File: src/rtl/button_conditioner.sv
// -----------------------------------------------------------------------------
// button_conditioner
//
// Input conditioning between raw board push-buttons and the game logic.
// Each button is synchronised to clk, polarity-normalised (1 = pressed),
// debounced into a stable level, and turned into a stretched press event
// wide enough for slower divided-clock consumers to sample reliably.
//
// Optional feature (compile-time macro BUTTON_REPEAT_EN):
//   held buttons selected by REPEAT_MASK generate auto-repeat events, first
//   after REPEAT_DELAY cycles, then every REPEAT_PERIOD cycles.
//
// Ports:
//   clk            in   system clock
//   reset          in   asynchronous reset, active low
//   raw_buttons    in   unsynchronised pin levels (polarity per ACTIVE_LOW)
//   stable_buttons out  debounced level, 1 = pressed
//   press_pulse    out  stretched press/repeat event, 1 = active
//   any_pressed    out  registered OR of stable_buttons
// -----------------------------------------------------------------------------
module button_conditioner #(
    parameter int unsigned             NUM_BUTTONS     = 7,
    parameter bit                      ACTIVE_LOW      = 1'b1,
    parameter int unsigned             DEBOUNCE_CYCLES = 1_000_000,
    parameter int unsigned             PULSE_CYCLES    = 6_250_000,
    parameter int unsigned             REPEAT_DELAY    = 25_000_000,
    parameter int unsigned             REPEAT_PERIOD   = 12_500_000,
    parameter logic [NUM_BUTTONS-1:0]  REPEAT_MASK     = 7'b0111100
) (
    input  logic                   clk,
    input  logic                   reset,
    input  logic [NUM_BUTTONS-1:0] raw_buttons,
    output logic [NUM_BUTTONS-1:0] stable_buttons,
    output logic [NUM_BUTTONS-1:0] press_pulse,
    output logic                   any_pressed
);

    localparam int unsigned DB_W = $clog2(DEBOUNCE_CYCLES + 1);
    localparam int unsigned PW   = $clog2(PULSE_CYCLES + 1);

    localparam logic [DB_W-1:0]        DB_LAST    = DB_W'(DEBOUNCE_CYCLES - 1);
    localparam logic [PW-1:0]          PULSE_LOAD = PW'(PULSE_CYCLES);
    localparam logic [NUM_BUTTONS-1:0] RAW_IDLE   = {NUM_BUTTONS{ACTIVE_LOW}};

    logic [NUM_BUTTONS-1:0] sync1_q, sync2_q;
    logic [NUM_BUTTONS-1:0] level;
    logic [NUM_BUTTONS-1:0] stable_q, stable_d;
    logic                   any_q, any_d;
    logic [NUM_BUTTONS-1:0] rise;
    logic [NUM_BUTTONS-1:0] rpt_fire;
    logic [NUM_BUTTONS-1:0] press_event;
    logic [DB_W-1:0]        db_cnt_q  [NUM_BUTTONS];
    logic [DB_W-1:0]        db_cnt_d  [NUM_BUTTONS];
    logic [PW-1:0]          str_cnt_q [NUM_BUTTONS];
    logic [PW-1:0]          str_cnt_d [NUM_BUTTONS];

    assign level = ACTIVE_LOW ? ~sync2_q : sync2_q;

    // Debounce: the count only advances while the level disagrees with stable;
    // agreement (including a bounce back) restarts it from zero.
    always_comb begin
        stable_d = stable_q;
        for (int unsigned i = 0; i < NUM_BUTTONS; i++) begin
            db_cnt_d[i] = '0;
            if (level[i] != stable_q[i]) begin
                if (db_cnt_q[i] == DB_LAST) begin
                    stable_d[i] = level[i];
                end else begin
                    db_cnt_d[i] = db_cnt_q[i] + DB_W'(1);
                end
            end
        end
        rise  = stable_d & ~stable_q;
        any_d = |stable_d;
    end

`ifdef BUTTON_REPEAT_EN
    localparam int unsigned RPT_MAX = (REPEAT_DELAY > REPEAT_PERIOD) ? REPEAT_DELAY : REPEAT_PERIOD;
    localparam int unsigned RW      = $clog2(RPT_MAX + 1);
    localparam logic [RW-1:0] RPT_DELAY_LD  = RW'(REPEAT_DELAY);
    localparam logic [RW-1:0] RPT_PERIOD_LD = RW'(REPEAT_PERIOD);

    logic [RW-1:0] rpt_cnt_q [NUM_BUTTONS];
    logic [RW-1:0] rpt_cnt_d [NUM_BUTTONS];

    // Down-counter loaded on the press edge; reaching 1 fires an event and
    // reloads with the period. It clears on the edge where stable falls.
    always_comb begin
        rpt_fire = '0;
        for (int unsigned i = 0; i < NUM_BUTTONS; i++) begin
            rpt_cnt_d[i] = '0;
            if (REPEAT_MASK[i] && stable_d[i]) begin
                if (!stable_q[i]) begin
                    rpt_cnt_d[i] = RPT_DELAY_LD;
                end else if (rpt_cnt_q[i] == RW'(1)) begin
                    rpt_fire[i]  = 1'b1;
                    rpt_cnt_d[i] = RPT_PERIOD_LD;
                end else if (rpt_cnt_q[i] != '0) begin
                    rpt_cnt_d[i] = rpt_cnt_q[i] - RW'(1);
                end
            end
        end
    end

    always_ff @(posedge clk or negedge reset) begin
        if (!reset) begin
            for (int unsigned i = 0; i < NUM_BUTTONS; i++) rpt_cnt_q[i] <= '0;
        end else begin
            for (int unsigned i = 0; i < NUM_BUTTONS; i++) rpt_cnt_q[i] <= rpt_cnt_d[i];
        end
    end
`else
    logic unused_repeat_cfg;
    assign unused_repeat_cfg = ^{REPEAT_MASK, 32'(REPEAT_DELAY), 32'(REPEAT_PERIOD)};
    assign rpt_fire          = '0;
`endif

    // Stretch: any event (re)loads the full width; otherwise count down to 0.
    always_comb begin
        press_event = rise | rpt_fire;
        for (int unsigned i = 0; i < NUM_BUTTONS; i++) begin
            if (press_event[i]) begin
                str_cnt_d[i] = PULSE_LOAD;
            end else if (str_cnt_q[i] != '0) begin
                str_cnt_d[i] = str_cnt_q[i] - PW'(1);
            end else begin
                str_cnt_d[i] = '0;
            end
        end
    end

    always_ff @(posedge clk or negedge reset) begin
        if (!reset) begin
            sync1_q  <= RAW_IDLE;
            sync2_q  <= RAW_IDLE;
            stable_q <= '0;
            any_q    <= 1'b0;
            for (int unsigned i = 0; i < NUM_BUTTONS; i++) begin
                db_cnt_q[i]  <= '0;
                str_cnt_q[i] <= '0;
            end
        end else begin
            sync1_q  <= raw_buttons;
            sync2_q  <= sync1_q;
            stable_q <= stable_d;
            any_q    <= any_d;
            for (int unsigned i = 0; i < NUM_BUTTONS; i++) begin
                db_cnt_q[i]  <= db_cnt_d[i];
                str_cnt_q[i] <= str_cnt_d[i];
            end
        end
    end

    always_comb begin
        for (int unsigned i = 0; i < NUM_BUTTONS; i++) begin
            press_pulse[i] = (str_cnt_q[i] != '0);
        end
    end

    assign stable_buttons = stable_q;
    assign any_pressed    = any_q;

endmodule

File: config.mk
export PLATFORM = sky130hd
export DESIGN_NAME = button_conditioner
export DESIGN_NICKNAME = d
export VERILOG_FILES = /design/src/rtl/button_conditioner.sv
export SDC_FILE = /design/constraint.sdc
export NUM_CORES = 1
export LEC_CHECK = 0
export CORE_ASPECT_RATIO = 1.25
export CORE_UTILIZATION = 55
export CTS_BUF_LIST = sky130_fd_sc_hd__clkbuf_8
export DETAILED_ROUTE_END_ITERATION = 12
export PLACE_DENSITY_LB_ADDON = 0.12
export SLEW_MARGIN = 5
export SYNTH_ARGS = -nofsm -noshare
export SYNTH_HDL_FRONTEND = slang
export SYNTH_SLANG_ARGS = --single-unit
File: constraint.sdc
create_clock -name clk -period 3.63 [get_ports clk]
set_input_delay 0.726 -clock clk [delete_from_list [all_inputs] [get_ports clk]]
set_output_delay 0.726 -clock clk [all_outputs]
set_load 0.03 [all_outputs]
==> qor.yml, run 1 <==
syn_inst: 1600
rows: 68
drt_iter0_markers: 500
synth_area_per_cell_um2: 9.86
gp_congestion: 0.800
skew_ns: 0.0167
relSlewSlack_pct: 33.7
chipWidth_um: 153
grt_pass1_vias: 11300
critPathMaxStageDelay_ns: 0.59
p_leak_nw: 8.89
cts_buffers: 53
cts.sinks: 323
rr_worst_depth: 5
final.period_utilization_pct: 95.0
fmax_ghz: 0.290
clkTransAtPathRegs_ns: 0.06
async_reset_ff_share_pct: 100
synth_nets: 1630
finalWirelength_um: 28900
path_max_fanout: 10
synth_edf_count: 0
wire_per_inst_um: 14.1
worstPathRequired_ns: 2.90
power_mw: 6.99
vias_per_cell: 5.51
cp-end-kind: "primary output"
ys_types: 62
power_density_nw_per_um2: 398
status: "finished, final reports clean"
reg2reg_from: "db_cnt_q[67]$_DFF_PN0_"
rsz0062_at_grt: "no"
overflow: 0
area_growth_pct: 11.3
grt_max_degree: 97
crit_type: "reg2out"
drive_gt1_share_pct: 8.74
fp.dieH_um: 191
synth_area_leader_cell: "dfrtp_1"
n_antenna_cell: 0
clock_latency_ns: 0.58
slew_viol_final: 0
cts_max_path_buffers: 3
r2r-end: "any_pressed$_DFF_PN0_"
worst_pin_slew_ns: 0.970
crit_arrival_ns: 2.72
synthFlopType: "dfrtp_1"
vias: 11300
utilization_pct: 62.9
cts_setup_buffers: 0
grt_use_total_pct: 20.9
dr.pass1.iters: 5
hold_violations: 0
cp_cell_sequence: "or4_1 -> nor3_2 -> buf_4 -> and4_1 -> inv_1 -> clkdlybuf4s50_1"
cts_max_level: 2
route.detailed.drc: 0
ys_warn_count: 0
antenna_found_initial: 0
hold_class: "in2async"
fin_nets: 1680
cts.root.buffer_cell: "clkbuf_8"
period_minus_slack_ns: 3.45
io_buffers: 23
drv_cap: 0
coreArea_um2: 27900
syn-cell-area_um2: 15800
crit_slowest_cell: "clkdlybuf4s50_1"
peakVddDrop_v: 0.000320
grt_first_pass_wirelength_um: 51400
synth.yosys.seq_area_share_pct: 51.3
hpwl_um: 19200
cts_tree: "built"
io_pins: 24
die-area_um2: 29400
rrSetupSlack_ns: 0.80
synthTopCellsByArea: "dfrtp_1, xnor2_1, nor2_1"
synth_top_area_share_pct: 49.0
initial_core_util_pct: 56.5
ys_seq_elements: 323
setup_tns_ns: 0
start_kind: "flop"
drtAntennaViolNets: 0
setup_viol: 0
flip-flops by register name, summed over array words and instances, names as in the netlist:
register,count
sync1_q,7
any_pressed,1
stable_buttons,7
str_cnt_q,161
db_cnt_q,140
sync2_q,7
Yosys cell counts (10+ instances only):
cell and instances:
a21oi_1 13, and2_1 14, and3_1 37, and4_1 10, buf_2 13, clkbuf_1 28
dfrtp_1 309, dfstp_2 14, ha_1 21, inv_1 44, nand2_1 81, nand3_1 88
nand4_1 47, nor2_1 288, nor2b_1 11, nor3_1 55, nor4_1 43, o21ai_0 68
or2_2 12, or3_1 29, or4_1 22, xnor2_1 144, xor2_1 100
final cells by class:
class	instances	area, um2
clock buffers	69	950
clock inverters	29	149
fillers	2371	10300
inverters	44	165
multi-input cells	1188	7350
flip-flops and latches	323	8100
well taps	350	438
repair buffers	40	413
how the worst max path moves through the flow:
stage	endpoint	cells past startpoint	startpoint	slack, ns
2_1_floorplan	press_pulse[4]	5	str_cnt_q[57]$_DFF_PN0_	0.97
3_3_place_gp	press_pulse[0]	5	str_cnt_q[143]$_DFF_PN0_	0.57
3_5_place_dp	press_pulse[0]	5	str_cnt_q[143]$_DFF_PN0_	0.50
4_1_cts	press_pulse[4]	5	str_cnt_q[61]$_DFF_PN0_	0.05
5_1_grt	press_pulse[0]	5	str_cnt_q[143]$_DFF_PN0_	0.02
6_report	press_pulse[4]	6	str_cnt_q[57]$_DFF_PN0_	0.18
per-layer routing:
layer  vias up  wire [um]  track usage (%)
met1      5439      13500             27.1
li1       5619          -                -
met2       144      13900             35.6
met3        56        924             3.40
met4         0        622             7.00
met5         -          0                0
where the power goes:
part | leakage, nW | switching [mW] | internal, mW
Sequential | 4.45 | 0.0237 | 3.64
Combinational | 3.80 | 0.111 | 0.0419
Clock | 0.643 | 1.41 | 1.77
kinds of logic (layout without fill, tap and decap cells):
| logic type | Yosys count | after routing | share of synthesized area, % |
|---|---|---|---|
| flip-flops | 323 | 323 | 51.3 |
| buffers and inverters | 89 | 182 | 2.28 |
| XOR/XNOR | 244 | 244 | 13.5 |
| AO/OA/AOI/OAI | 119 | 119 | 4.47 |
| adder cells (fa/ha/maj) | 21 | 21 | 1.67 |
| AND/OR/NAND/NOR | 804 | 804 | 26.7 |
worst max-delay path, delay by kind of cell (launching register included):
family	cells	cell delay, ns
flops	1	0.40
simple gates	3	0.91
buf+inv	3	0.84
per-stage QoR:
step | std cells | hold WS, ns | area [um2] | setup slack [ns]
floorplan | 1600 | 0.345 | 15800 | 0.974
global placement | 1945 | 0.346 | 16400 | 0.574
detailed placement | 1945 | 0.347 | 16400 | 0.504
CTS | 2043 | 0.189 | 17500 | 0.0535
global route | 2043 | 0.215 | 17600 | 0.0244
finish | 2043 | 0.172 | 17600 | 0.182
cell usage in the layout, fill, tap and decap left out, types with 19 or more instances in the layout:
cell type        Yosys  layout
inv_1               44      63
or4_1               22      22
xnor2_1            144     144
nor2_1             288     288
dfrtp_1            309     309
clkbuf_8             0      69
nor4_1              43      38
and3_1              37      36
or3_1               29      29
clkdlybuf4s50_1      0      19
nand3_1             88      88
nand2_1             81      81
xor2_1             100     100
nor3_1              55      55
o21ai_0             68      68
nand4_1             47      47
ha_1                21      21
what timing repair did:
action                     4_1_cts  5_1_grt
hold endpoints to repair         0        0
gates resized for setup          4        5
setup endpoints to repair        3        3
hold buffers                     0        0
No activity file was read; power rests on OpenSTA's default activity.
==> run 2: changes to the inputs <==
--- a/config.mk
+++ b/config.mk
@@ -6,7 +6,7 @@
 export NUM_CORES = 1
 export LEC_CHECK = 0
 export CORE_ASPECT_RATIO = 1.25
-export CORE_UTILIZATION = 55
+export CORE_UTILIZATION = 35
 export CTS_BUF_LIST = sky130_fd_sc_hd__clkbuf_8
 export DETAILED_ROUTE_END_ITERATION = 12
 export PLACE_DENSITY_LB_ADDON = 0.12
==> run 2 against run 1 <==
  * Clock skew increased by 0.0013 ns
  * Hold slack got worse by 0.12 ns
  * Utilization decreased by 22 points
  * Largest cell class unchanged
==> qor.yml, run 2 (synthesized netlist as in run 1, its figures left out) <==
status: "finished, final reports clean"
layout_common_cells: "dfrtp_1, nor2_1, xnor2_1"
cts_max_path_buffers: 3  # unchanged
cp_cell_sequence: "or4_4 -> nor3_4 -> nand4_1 -> clkdlybuf4s50_1"
internal_power_mw: 5.47  # +0.45%
largest-register: "str_cnt_q"
final_area_um2: 18000  # +2.3%
rsz0062_at_grt: "no"
clock_latency_ns: 0.63  # +0.05 ns
peakVddDrop_v: 0.000260  # -19%
combinationalPowerShare_pct: 2.2  # about the same
rows: 86  # +26%
utilization_pct: 40.6  # -22 points
dpl_cell_area_um2: 16800  # +2.0%
io_buffers: 23  # unchanged
cts_buffers: 55  # +3.8%
drtAntennaViolNets: 0  # unchanged
overflow: 0  # unchanged
crit_type: "reg2out"
grt_use_total_pct: 14.9  # -6.0 points
switching_share_pct: 23.3  # +1.2 points
drive_gt1_share_pct: 9.43  # +0.69 points
fmax_ghz: 0.293  # +0.95%
n_fill_cell: 4365  # +84%
start_kind: "flop"
crit_arrival_ns: 2.69  # -0.03 ns
fp.dieH_um: 239  # +25%
gp_congestion: 0.753  # -5.9%
dp.cells: 2175  # +12%
final_common_cell: "dfrtp_1"
final.period_utilization_pct: 94.1  # -0.89 points
cts.hold.buffers_added: 0  # unchanged
instances_no_fill: 2279  # +12%
vias_per_cell: 4.95  # -10%
p_clk_share_pct: 46.5  # +1.0 points
skew_ns: 0.0180  # +0.00135 ns
hpwl_um: 21200  # +10%
relSlewSlack_pct: 30.6  # -3.1 points
die-area_um2: 45900  # +56%
cts_max_level: 2  # unchanged
slew_viol_final: 0  # unchanged
dp_worst_setup_slack_ns: 0.605  # +0.101 ns
finalWirelength_um: 32300  # +12%
reg_top3: "str_cnt_q: 161 flops, db_cnt_q: 140 flops"
grt_pass1_vias: 11700  # +3.0%
dr.pass1.iters: 5  # unchanged
initial_core_util_pct: 35.7  # -21 points
fin_ws_ns: 0.215  # +0.0323 ns
worst_pin_slew_ns: 1.02  # +0.0453 ns
drv_cap: 0  # unchanged
grt_first_pass_wirelength_um: 56300  # +9.5%
area_growth_pct: 13.9
io_pins: 24  # unchanged
n_antenna_cell: 0  # unchanged
period_minus_slack_ns: 3.42  # -0.0323 ns
cts.root.buffer_cell: "clkbuf_8"
power_mw: 7.13  # +2.0%
hold_violations: 0  # unchanged
crit_slowest_cell: "clkdlybuf4s50_1"
coreArea_um2: 44200  # +58%
p_sw_mw: 1.66  # +7.3%
setup_viol: 0  # unchanged
whs_ns: 0.0541  # -0.117 ns
critPathLaunch: "str_cnt_q[79]$_DFF_PN0_"
largest_reg_flops: 161  # unchanged
fin_nets: 1690  # +0.60%
vias: 11300  # +0.12%
antenna_found_initial: 0  # unchanged
chipWidth_um: 192  # +25%
route.detailed.drc: 0  # unchanged
p_seq_share_pct: 51.3  # -1.0 points
worstPathRequired_ns: 2.90  # about the same
p_leak_nw: 8.97  # +0.98%
cts_tree: "built"
reg2reg_from: "db_cnt_q[120]$_DFF_PN0_"
path_max_fanout: 8  # -2
power_density_nw_per_um2: 397  # -0.32%
clkTransAtPathRegs_ns: 0.06  # about the same
drt_iter0_markers: 507  # +1.4%
wire_per_inst_um: 14.2  # +0.33%
cts.sinks: 323  # unchanged
setup_tns_ns: 0  # unchanged
grt_max_degree: 78  # -20%
hold_class: "in2async"
cp-end-kind: "primary output"
critPathMaxStageDelay_ns: 0.64  # +0.05 ns
cts_setup_buffers: 0  # unchanged
-- run 2: final timing paths --
check | end | cells after the start | slack, ns
worst min register to register | sync2_q[2]$_DFF_PN1_ | 0 | 0.36
max in group asynchronous | sync2_q[4]$_DFF_PN1_ | 2 | 2.66
worst max register to register | str_cnt_q[144]$_DFF_PN0_ | 6 | 0.79
min in group clk | sync2_q[2]$_DFF_PN1_ | 0 | 0.36
worst max-delay path | press_pulse[3] | 4 | 0.21
worst min-delay path | str_cnt_q[70]$_DFF_PN0_ | 1 | 0.05
-- run 2: repair_timing --
action / in CTS / in global routing
gates resized for setup: 7 / 6
endpoints found under the hold margin: 0 / 0
cloned: 0 / 0
endpoints found under the setup margin: 5 / 3
-- run 2: metal layers --
metal / wire [um] / share of wire [%] / GRT usage [%] / vias up
li1: - / - / - / 5646
met4: 682 / 2.1 / 4.91 / 0
met1: 14900 / 46 / 18.6 / 5473
met2: 15600 / 48 / 25.1 / 99
met5: 0 / 0 / 0 / -
met3: 1100 / 3.4 / 3.44 / 54
-- run 2: power by group through the flow --
stage	logic, mW	registers (mW)	clock network (mW)
2_1_floorplan	0.0551	3.72	0
3_3_place_gp	0.165	3.72	0
3_5_place_dp	0.166	3.72	0
4_1_cts	0.167	3.66	3.51
5_1_grt	0.188	3.66	3.65
6_report	0.156	3.66	3.32
-- run 2: critical path: cells and delay by family (launching register included) --
kind | cells | cell delay [ns]
AND/OR/NAND/NOR | 3 | 1.04
flip-flops | 1 | 0.39
buffers and inverters | 1 | 0.64
-- run 2: final cells by class --
cell class	instances	area, um2	share of cell area, %
flip-flops and latches	323	8100	45.1
clock buffers	73	1000	5.59
inverters	44	165	0.919
clock inverters	31	138	0.766
repair buffers	48	463	2.58
multi-input cells	1188	7380	41.1
well taps	572	716	3.98
